### config.mk
export PLATFORM = sky130hd
export DESIGN_NAME = instr_fetch_unit
export DESIGN_NICKNAME = d
export VERILOG_FILES = /design/src/rtl/instr_fetch_unit.sv
export SDC_FILE = /design/constraint.sdc
export NUM_CORES = 1
export LEC_CHECK = 0
export BUFFER_PORTS_ARGS = -buffer_cell sky130_fd_sc_hd__buf_4
export CORE_AREA = 2 2 127 129
export DETAILED_ROUTE_END_ITERATION = 8
export DIE_AREA = 0 0 129 131
export PLACE_DENSITY = 0.88
export SLEW_MARGIN = 20
export SYNTH_ARGS = -nofsm -noshare
export SYNTH_HDL_FRONTEND = slang
export SYNTH_SLANG_ARGS = --single-unit
export TNS_END_PERCENT = 100
### constraint.sdc
create_clock -name clk -period 3.93 [get_ports clk]
set_clock_uncertainty 0.15 [all_clocks]
set_input_delay 0.9825 -clock clk [delete_from_list [all_inputs] [get_ports clk]]
set_output_delay 0.9825 -clock clk [all_outputs]
set_load 0.05 [all_outputs]
### src/rtl/instr_fetch_unit.sv
// -----------------------------------------------------------------------------
// instr_fetch_unit
//
// Fetch stage of the single-cycle RISC-V core. Owns the program counter,
// issues one word fetch at a time to instruction memory, buffers the returned
// words in a small FIFO and hands them to decode over a valid/ready handshake.
// A redirect from the controller (PCSrc) flushes the buffer and restarts
// fetching at the target. A response that is still in flight when the
// redirect arrives is drained and discarded.
//
// Ports:
//   clk, rst_n          rising-edge clock, asynchronous active-low reset
//   imem_req/imem_addr  fetch request and word address (bits [1:0] always 0)
//   imem_gnt            memory accepts the request this cycle
//   imem_rvalid/rdata   single-cycle response pulse and instruction word
//   redirect_valid/pc   taken branch / jump target from the controller
//   id_valid/id_ready   buffer head handshake towards decode
//   id_instr/id_pc      head instruction (NOP when empty) and its PC (0 when empty)
//   opcode/func3/func7  fixed bit fields of id_instr for the controller
// -----------------------------------------------------------------------------
module instr_fetch_unit #(
    parameter int              XLEN      = 32,
    parameter logic [XLEN-1:0] RESET_PC  = '0,
    parameter int              BUF_DEPTH = 2
) (
    input  logic            clk,
    input  logic            rst_n,
    output logic            imem_req,
    output logic [XLEN-1:0] imem_addr,
    input  logic            imem_gnt,
    input  logic            imem_rvalid,
    input  logic [XLEN-1:0] imem_rdata,
    input  logic            redirect_valid,
    input  logic [XLEN-1:0] redirect_pc,
    output logic            id_valid,
    input  logic            id_ready,
    output logic [XLEN-1:0] id_instr,
    output logic [XLEN-1:0] id_pc,
    output logic [6:0]      opcode,
    output logic [2:0]      func3,
    output logic [6:0]      func7
);

    localparam int PTR_W = $clog2(BUF_DEPTH);
    localparam int CNT_W = PTR_W + 1;
    localparam logic [XLEN-1:0] NOP_INSTR = XLEN'(32'h0000_0013);

    typedef enum logic [1:0] {
        S_IDLE,
        S_RUN,
        S_WAIT,
        S_DRAIN
    } state_t;

    state_t            state_q, state_d;
    logic [XLEN-1:0]   pc_q, pc_d;
    logic [XLEN-1:0]   pend_pc_q, pend_pc_d;
    logic [XLEN-1:0]   buf_instr_q [BUF_DEPTH];
    logic [XLEN-1:0]   buf_instr_d [BUF_DEPTH];
    logic [XLEN-1:0]   buf_pc_q    [BUF_DEPTH];
    logic [XLEN-1:0]   buf_pc_d    [BUF_DEPTH];
    logic [PTR_W-1:0]  rd_ptr_q, rd_ptr_d;
    logic [PTR_W-1:0]  wr_ptr_q, wr_ptr_d;
    logic [CNT_W-1:0]  count_q, count_d;

    logic granted;
    logic push;
    logic pop;
    logic flush;

    // A request is only made from S_RUN, where nothing is outstanding, so the
    // free-slot test reduces to the buffer count alone. Reserving the slot at
    // grant time guarantees the eventual push never finds the buffer full.
    assign imem_req  = (state_q == S_RUN) && !redirect_valid &&
                       (count_q < CNT_W'(BUF_DEPTH));
    assign imem_addr = pc_q;
    assign granted   = imem_req && imem_gnt;

    assign id_valid  = (count_q != '0);
    assign id_instr  = id_valid ? buf_instr_q[rd_ptr_q] : NOP_INSTR;
    assign id_pc     = id_valid ? buf_pc_q[rd_ptr_q]    : '0;
    assign opcode    = id_instr[6:0];
    assign func3     = id_instr[14:12];
    assign func7     = id_instr[31:25];

    always_comb begin
        state_d   = state_q;
        pc_d      = pc_q;
        pend_pc_d = pend_pc_q;
        push      = 1'b0;
        pop       = id_valid && id_ready;
        flush     = 1'b0;

        unique case (state_q)
            S_IDLE: state_d = S_RUN;
            S_RUN: begin
                if (granted) begin
                    pend_pc_d = pc_q;
                    pc_d      = pc_q + XLEN'(4);
                    state_d   = S_WAIT;
                end
            end
            S_WAIT: begin
                if (imem_rvalid) begin
                    push    = 1'b1;
                    state_d = S_RUN;
                end
            end
            S_DRAIN: begin
                if (imem_rvalid) begin
                    state_d = S_RUN;
                end
            end
            default: state_d = S_IDLE;
        endcase

        // Redirect overrides everything above. A response that arrives in the
        // same cycle as the redirect is simply dropped; waiting for another one
        // would hang, so only a still-pending response sends us to S_DRAIN.
        if (redirect_valid) begin
            pc_d  = redirect_pc & ~XLEN'(3);
            push  = 1'b0;
            pop   = 1'b0;
            flush = 1'b1;
            if ((state_q == S_WAIT && !imem_rvalid) || granted) begin
                state_d = S_DRAIN;
            end else if (state_q == S_DRAIN && !imem_rvalid) begin
                state_d = S_DRAIN;
            end else begin
                state_d = S_RUN;
            end
        end
    end

    always_comb begin
        buf_instr_d = buf_instr_q;
        buf_pc_d    = buf_pc_q;
        rd_ptr_d    = rd_ptr_q;
        wr_ptr_d    = wr_ptr_q;
        count_d     = count_q;

        if (flush) begin
            rd_ptr_d = '0;
            wr_ptr_d = '0;
            count_d  = '0;
        end else begin
            if (push) begin
                buf_instr_d[wr_ptr_q] = imem_rdata;
                buf_pc_d[wr_ptr_q]    = pend_pc_q;
                wr_ptr_d              = wr_ptr_q + PTR_W'(1);
            end
            if (pop) begin
                rd_ptr_d = rd_ptr_q + PTR_W'(1);
            end
            count_d = count_q + CNT_W'(push) - CNT_W'(pop);
        end
    end

    always_ff @(posedge clk or negedge rst_n) begin
        if (!rst_n) begin
            state_q   <= S_IDLE;
            pc_q      <= RESET_PC;
            pend_pc_q <= '0;
            rd_ptr_q  <= '0;
            wr_ptr_q  <= '0;
            count_q   <= '0;
            for (int i = 0; i < BUF_DEPTH; i++) begin
                buf_instr_q[i] <= '0;
                buf_pc_q[i]    <= '0;
            end
        end else begin
            state_q     <= state_d;
            pc_q        <= pc_d;
            pend_pc_q   <= pend_pc_d;
            rd_ptr_q    <= rd_ptr_d;
            wr_ptr_q    <= wr_ptr_d;
            count_q     <= count_d;
            buf_instr_q <= buf_instr_d;
            buf_pc_q    <= buf_pc_d;
        end
    end

endmodule

* Word level (Yosys, flattened, before mapping)
Index checks and enable logic that the tools add are counted.
** Word-level totals
- Register bits :: 198
- Latch bits :: 0
- Bits in writable memories :: 0
- Memory bits (read-only) :: 0
- Output and inout port bits :: 115
- Memories kept :: 0
** Operators by class
- Add/sub/neg operators :: 5
- $mul :: 0
- Divide/modulo/power cells :: 0
- Order comparisons :: 4
- Equality and inequality tests :: 5
- Shift-type cells :: 0
- Mux-type cells :: 31
- Bitwise logic cells :: 3
- Reduce and logical (&&, ||, !) cells :: 21
** Operator list (count)
- $mux 32 :: 12
- $bwmux 64 :: 2
- $add 32x3->32 const B :: 1
- $demux 32 s1 :: 1
- $mux 2 :: 6
- $reduce_bool 2->1 :: 5
- $mux 1 :: 9
- $reduce_and 2->1 :: 4
- $logic_and 1x1->1 :: 7
- $pmux 2 s3 :: 1
- $eq 2x2->1 const B :: 2
- $ge 2x2->1 const B :: 2
- $not 1->2 :: 2
- $ne 3x1->1 const B :: 1
- $ne 3x3->1 const B :: 1
- $add 1x1->1 const B :: 2
- $add 2x1->2 :: 1
- $eq 2x1->1 const B :: 1
- $logic_not 1->1 :: 2
- $logic_not 2->1 :: 1
- $lt 2x1->1 const B :: 1
- $lt 2x2->1 const B :: 1
- $reduce_or 2->1 :: 1
- $sub 2x1->2 :: 1
- 2 further kinds :: 2

* Longest topological paths before layout
Gate-level depths: netlist of the first run.
- Depth after elaboration :: 7
- Depth in mapped cells :: 9
- Depth with buffers taken out :: 9

* Worst setup path before layout of the first run
No wires, ideal clock.
- Path type :: reg-to-output
- From :: reg rd_ptr_q
- To :: out id_instr[12]
- Data arrival time :: 2.235 ns
- Required time :: 2.798 ns
- Setup slack :: 0.563 ns
- Stages on the path, launching flop included :: 6
- Cells stage by stage :: dfrtp_1 > clkbuf_1 > clkbuf_1 > mux2i_1 > nor2_1 > buf_4
** On the way
- Word-level cells in the longest chain between the ends :: 5
** RTL lines
- start, declared :: line 62 : logic [PTR_W-1:0] rd_ptr_q, rd_ptr_d;
- start signal, assigned :: line 175 : rd_ptr_q <= rd_ptr_d;
- $not 1->2 (implied by the code) :: line 80 : assign id_instr = id_valid ? buf_instr_q[rd_ptr_q] : NOP_INSTR;
- $mux 32 (implied by the code) (3 in series) :: line 80
- $mux 32 :: line 80
- end, declared :: line 37 : output logic [XLEN-1:0] id_instr,
Every way passes these cells. The select of a mux whose other input is x is not followed.

* Worst setup path in the final report of the first run
- From :: reg count_q[1]
- To :: out func7[2]
** On the way
- Word-level cells in the longest chain between the ends :: 2
** RTL lines
- start, declared :: line 64 : logic [CNT_W-1:0] count_q, count_d;
- start signal, assigned :: line 177 : count_q <= count_d;
- $reduce_bool 2->1 :: line 79 : assign id_valid = (count_q != '0);
- $mux 32 :: line 80
- end, declared :: line 41 : output logic [6:0] func7
Every way passes these cells.

==> results of run 1 <==
worst register-to-register path, cell delays in order (launching register included):
cell     delay [ps]
dfrtp_1         440
or4b_4          560
or4_1           700
or4_1           550
a31oi_1         170
stage by stage:
| step | hold WS [ps] | setup WS [ps] | power, W | cell area (µm²) |
|---|---|---|---|---|
| 2_1_floorplan | 310 | 563 | 0.00288 | 8850 |
| 3_3_place_gp | 336 | 658 | 0.00313 | 10300 |
| 3_5_place_dp | 344 | 621 | 0.00318 | 10300 |
| 4_1_cts | 358 | 710 | 0.00483 | 10900 |
| 5_1_grt | 364 | 610 | 0.00501 | 10900 |
| 6_report | 353 | 746 | 0.00480 | 10900 |
flip-flops by register name, summed over array words and instances (netlist names):
register / cells
buf_instr_q: 64
state_q: 2
buf_pc_q: 60
count_q: 2
pend_pc_q: 30
imem_addr: 30
rd_ptr_q: 1
wr_ptr_q: 1
cell usage in the layout (no fill, tap or decap), drive strengths merged, types with 6 or more instances in the layout:
cell | Yosys | layout
clkbuf | 39 | 23
mux2 | 150 | 150
or4 | 17 | 17
nand3 | 18 | 18
nand4 | 12 | 12
mux2i | 63 | 63
xor2 | 6 | 6
inv | 9 | 9
clkinv | 0 | 7
o31ai | 13 | 13
nand2 | 33 | 33
buf | 26 | 191
o21ai | 14 | 14
a31oi | 13 | 13
dfrtp | 190 | 190
nor2 | 82 | 82
metal layers:
layer | GRT usage, % | wire length (µm) | share of wire [%]
met5 | 0 | 0 | 0
met4 | 7.16 | 212 | 1.1
met1 | 31.8 | 8480 | 44
met3 | 3.75 | 1000 | 5.2
met2 | 38.7 | 9440 | 49
worst min path at each step:
stage	to	slack, ps	cells past startpoint
after floorplan	pend_pc_q[5]	310	2
after global placement	buf_instr_q[31]	340	1
after detailed placement	buf_instr_q[4]	340	1
after CTS	buf_instr_q[27]	360	1
after global routing	buf_instr_q[27]	360	1
final	buf_pc_q[34]	350	1
power by group through the flow:
stage	Combinational, W	Clock [W]	Sequential (W)
detailed placement	0.000738	0	0.00244
CTS	0.000744	0.00168	0.00241
finish	0.000735	0.00165	0.00241
global route	0.000796	0.00177	0.00244
floorplan	0.000414	0	0.00247
global placement	0.000710	0	0.00242
cells in the mapped netlist (all sizes together):
master	instances	area, µm²
nor2b	3	18.8
or2	1	6.26
nor4	2	12.5
or4b	1	13.8
a22o	1	8.76
or3	5	31.3
nand4	12	75.1
a21o	1	7.51
o21ba	1	10.0
a21oi	2	10.0
a31oi	13	81.3
mux2	150	1690
and3	4	25.0
o21a	1	7.51
buf	26	178
o31ai	13	97.6
nor4b	1	8.76
nor2	82	308
o211ai	3	22.5
xnor2	4	35.0
o31a	2	17.5
nand2b	1	6.26
o311ai	2	17.5
o21ai	14	70.1
or4	17	128
ha	3	37.5
nand3	18	90.1
inv	9	33.8
dfrtp	190	4750
clkbuf	39	146
and2	1	6.26
and4	5	43.8
nand2	33	124
xor2	6	52.6
o32ai	1	8.76
o22ai	1	6.26
mux2i	63	631
o311a	1	10.0
a22oi	1	7.51
conb	1	3.75
cell type report:
type / count / area [µm²]
Sequential cell: 190 / 4760
Inverter: 9 / 33.8
Clock buffer: 22 / 484
Tap cell: 216 / 270
Clock inverter: 10 / 87.6
Timing Repair Buffer: 192 / 1500
Fill cell: 1119 / 4700
Multi-Input combinational cell: 473 / 3770
logic make-up (layout without fill, tap and decap cells):
| kind of cell | Yosys count | count (layout) |
|---|---|---|
| AND/OR/NAND/NOR | 186 | 186 |
| buffers and inverters | 74 | 233 |
| adder cells (fa/ha/maj) | 3 | 3 |
| multiplexers | 213 | 213 |
| flip-flops | 190 | 190 |
| AO/OA/AOI/OAI | 57 | 57 |
| XOR/XNOR | 10 | 10 |
| other | 1 | 4 |
==> results_dict.tcl, run 1 <==
set metrics [dict create \
    clockPowerShare_pct 34.5 \
    cp-startpoint "count_q[1]" \
    drt_iter0_markers 348 \
    cts_hold_buffers 0 \
    insertion_delay_ps 420 \
    totalWireLength_um 19100 \
    ios 185 \
    synth_cells 734 \
    synth_area_um2 8840 \
    crit_path_max_fanout 27 \
    synth_top_family_by_area "multiplexers" \
    core_area_um2 15600 \
    vdd_drop_max_uv 314 \
    grt_antenna_before_repair 0 \
    p_per_area_nw_per_um2 440 \
    synthMuxAreaShare_pct 26.2 \
    max_stage_delay_ps 450 \
    ant_nets 0 \
    die_w_um 129 \
    final_util_pct 69.9 \
    synth_xor_area_share_pct 0.991 \
    endpoint "func7[2]" \
    rows 46 \
    vias_per_cell 5.62 \
    rsz0062_at_grt "no" \
    start_kind "register" \
    place_inst 1080 \
    min_period_ps 3180 \
    ctsResizeCount 0 \
    areaGrowthSynthToFinish_pct 23.3 \
    cp.required_ps 2800 \
    globalplace.congestion 0.853 \
    yosys.area_share.simple_pct 10.1 \
    first_global_vias 6013 \
    synth_fa_ha_area_share_pct 0.425 \
    avgSynthCellArea_um2 12.0 \
    vias 6251 \
    wl_per_cell_um 17.2 \
    max_freq_mhz 314 \
    power_frac_seq_pct 50.2 \
    synth_seq_area_share_pct 53.8 \
    dp.final_hpwl_um 13000 \
    clock_sinks 190 \
    r2r-start "count_q[1]" \
    root_buffer "clkbuf_16" \
    clk_path_buf_depth 2 \
    grt_pass1_wl_um 30700 \
    ys_seq_elements 190 \
    setup_viol 0 \
    power.internal_w 0.00349 \
    yosysWarnings 0 \
    tns_ps 0 \
    ys_types 43 \
    dieArea_um2 16900 \
    grtUsageTotal_pct 23.3 \
    cp_cell_sequence "nor2_4, buf_4, nor2_1, buf_4" \
    p_leak_nw 5.05 \
    grt_overflow 0 \
    cpMostUsedCell "buf_4" \
    worstPathArrival_ps 2050 \
    port_buffers 178 \
    first_pass_iters 5 \
    ff2ff_setup_slack_ps 1280 \
    finalHoldViolCount 0 \
    layout-drive-gt1-share_pct 42.6 \
    hold_class "register to register" \
    outcome "finished clean" \
    die_h_um 131 \
    slowest_stage "nor2_4" \
    r2r_cells 4 \
    layout.cells.non_filler 1112 \
    p_comb_share_pct 15.3 \
    slew_viol_final 0 \
    p_sw_w 0.00131 \
    initial_core_util_pct 56.7 \
    clkSlewWorstSetupHoldPaths_ps 60 \
    drc 0 \
    hold_start "buf_pc_q[34]" \
    nNetsFinal 956 \
    crit_type "register to output pin" \
    cts_tree "yes" \
    endpoint_kind "output pin" \
    min_period_over_period_pct 81.0 \
    path_depth 4 \
    post_cts_buffers 0 \
    slew_headroom_pct 57.4 \
    h-tree-depth 4 \
    cts_buffers 17 \
    swShare_pct 27.3 \
    tightestPinTransition_ps 639 \
    crit_family "buffers and inverters" \
    grt_max_degree 82 \
    r2r_end "imem_addr[27]" \
    cp.buffers_inverters 2 \
    antenna_cells 0 \
    maxCapViolCount 0 \
    synth_compound_area_share_pct 4.33 \
]
No activity file was read; power rests on OpenSTA's default activity.
==> run 2, diff against run 1 <==
--- a/config.mk
+++ b/config.mk
@@ -6,10 +6,10 @@
 export NUM_CORES = 1
 export LEC_CHECK = 0
 export BUFFER_PORTS_ARGS = -buffer_cell sky130_fd_sc_hd__buf_4
-export CORE_AREA = 2 2 127 129
+export CORE_AREA = 2 2 130 132
 export DETAILED_ROUTE_END_ITERATION = 8
-export DIE_AREA = 0 0 129 131
-export PLACE_DENSITY = 0.88
+export DIE_AREA = 0 0 132 134
+export PLACE_DENSITY = 0.84
 export SLEW_MARGIN = 20
 export SYNTH_ARGS = -nofsm -noshare
 export SYNTH_HDL_FRONTEND = slang
==> constraint.sdc (replaced) <==
create_clock -name clk -period 2.94 [get_ports clk]
set_clock_uncertainty 0.15 [all_clocks]
set_input_delay 0.735 -clock clk [delete_from_list [all_inputs] [get_ports clk]]
set_output_delay 0.735 -clock clk [all_outputs]
set_load 0.05 [all_outputs]
==> results_dict.tcl, run 2 (synthesis gave the netlist of run 1 again) <==
set metrics [dict create \
    vias_per_cell 5.56 \
    layout_common_cells "buf_4, dfrtp_1, mux2_2" \
    reg_top3 "buf_instr_q x64, buf_pc_q x60" \
    first_pass_iters 4 \
    post_cts_buffers 0 \
    tightestPinTransition_ps 626 \
    p_total_w 0.00652 \
    maxCapViolCount 0 \
    totalWireLength_um 18900 \
    port_buffers 178 \
    root_buffer "clkbuf_16" \
    die_h_um 134 \
    worstPathArrival_ps 1890 \
    min_period_over_period_pct 94.5 \
    final_common_cell "buf_4" \
    cp-startpoint "count_q[1]" \
    cp.required_ps 2060 \
    clkSlewWorstSetupHoldPaths_ps 70 \
    layout-drive-gt1-share_pct 44.8 \
    cts_tree "yes" \
    wl_per_cell_um 16.8 \
    outcome "finished clean" \
    ff2ff_setup_slack_ps 290 \
    rsz0062_at_grt "no" \
    slowest_stage "or4b_4" \
    die_w_um 132 \
    cp.buffers_inverters 3 \
    grt_antenna_before_repair 0 \
    cpMostUsedCell "buf_4" \
    max_stage_delay_ps 540 \
    largest_reg_flops 64 \
    grt_overflow 0 \
    ctsResizeCount 0 \
    nNetsFinal 967 \
    crit_path_max_fanout 7 \
    crit_type "register to output pin" \
    r2r_end "imem_addr[29]" \
    cts_hold_buffers 0 \
    vdd_drop_max_uv 429 \
    ant_nets 0 \
    grtUsageTotal_pct 22.1 \
    r2r-start "count_q[1]" \
    initial_core_util_pct 54.3 \
    rows 47 \
    p_per_area_nw_per_um2 588 \
    slew_viol_final 0 \
    h-tree-depth 4 \
    min_period_ps 2780 \
    hold_class "input pin to asynchronous set/reset pin" \
    cts_buffers 17 \
    p_leak_nw 5.13 \
    first_global_vias 6275 \
    max_freq_mhz 360 \
    vias 6261 \
    grt_max_degree 79 \
    crit_family "simple AND/OR/NAND/NOR gates" \
    r2r_cells 4 \
    dieArea_um2 17700 \
    areaGrowthSynthToFinish_pct 25.4 \
    place_inst 1095 \
    top_register "buf_instr_q" \
    core_area_um2 16300 \
    drc 0 \
    insertion_delay_ps 420 \
    path_depth 4 \
    endpoint_kind "output pin" \
    clk_path_buf_depth 2 \
    globalplace.congestion 0.810 \
    ios 185 \
    grt_pass1_wl_um 31500 \
    start_kind "register" \
    finalHoldViolCount 0 \
    dp.final_hpwl_um 13200 \
    endpoint "imem_req" \
    setup_viol 0 \
    layout.cells.non_filler 1127 \
    cp_cell_sequence "or4b_4, buf_4, inv_2, buf_4" \
    drt_iter0_markers 318 \
    slew_headroom_pct 58.3 \
    clock_sinks 190 \
    antenna_cells 0 \
]
[run 2: changes by cell type in the layout (fill, tap and decap cells not counted), sizes merged]
cell and delta:
clkbuf -1, buf +11, inv +3, clkinv -2
clkinvlp -1, bufinv +1
[run 2: worst register-to-register path: cells and delay by family (launching register included)]
kind	cells	cell delay [ps]
simple gates	3	1780
compound gates	1	190
flops	1	440
[run 2: worst min path at each step]
stage                         start              end  slack [ps]  depth (start not counted)
finish                        rst_n    pend_pc_q[28]         180                          1
global route                  rst_n    pend_pc_q[28]         210                          1
floorplan                     rst_n   buf_instr_q[0]         290                          0
CTS                           rst_n    pend_pc_q[28]         200                          1
global placement    buf_instr_q[16]  buf_instr_q[16]         340                          1
detailed placement   buf_instr_q[9]   buf_instr_q[9]         340                          1
[run 2: final cells by class]
| cell class | count | area, µm² |
|---|---|---|
| clock inverter | 11 | 130 |
| multi-input combinational | 473 | 3800 |
| clock buffer | 21 | 470 |
| inverter | 9 | 33.8 |
| tap | 220 | 275 |
| fill | 1161 | 5200 |
| sequential | 190 | 4760 |
| timing repair buffer | 203 | 1620 |
[run 2: stage by stage]
stage	hold WS, ps	utilization [%]	cell area, µm²	TNS [ps]	setup slack, ps
floorplan	289	-	8880	0	67.5
finish	180	68.1	11100	0	161
detailed placement	343	64.4	10500	-145	-61.7
CTS	197	68.1	11100	0	145
global placement	336	64.4	10500	-128	-55.8
global route	207	68.1	11100	0	71.4
[run 2: report_power, final]
part / internal (W) / total [W] / leakage [nW] / switching, W
registers: 0.00294 / 0.00322 / 2.47 / 0.000270
clock network: 0.00133 / 0.00230 / 0.294 / 0.000971
logic: 0.000475 / 0.00101 / 2.37 / 0.000531
total: 0.00475 / 0.00652 / 5.13 / 0.00177
[run 2: routing by layer]
metal	part of all wire [%]	global-route usage, %
met5	0	0
met4	0.59	5.19
met3	4.7	4.76
met2	50	36.6
met1	45	30.2
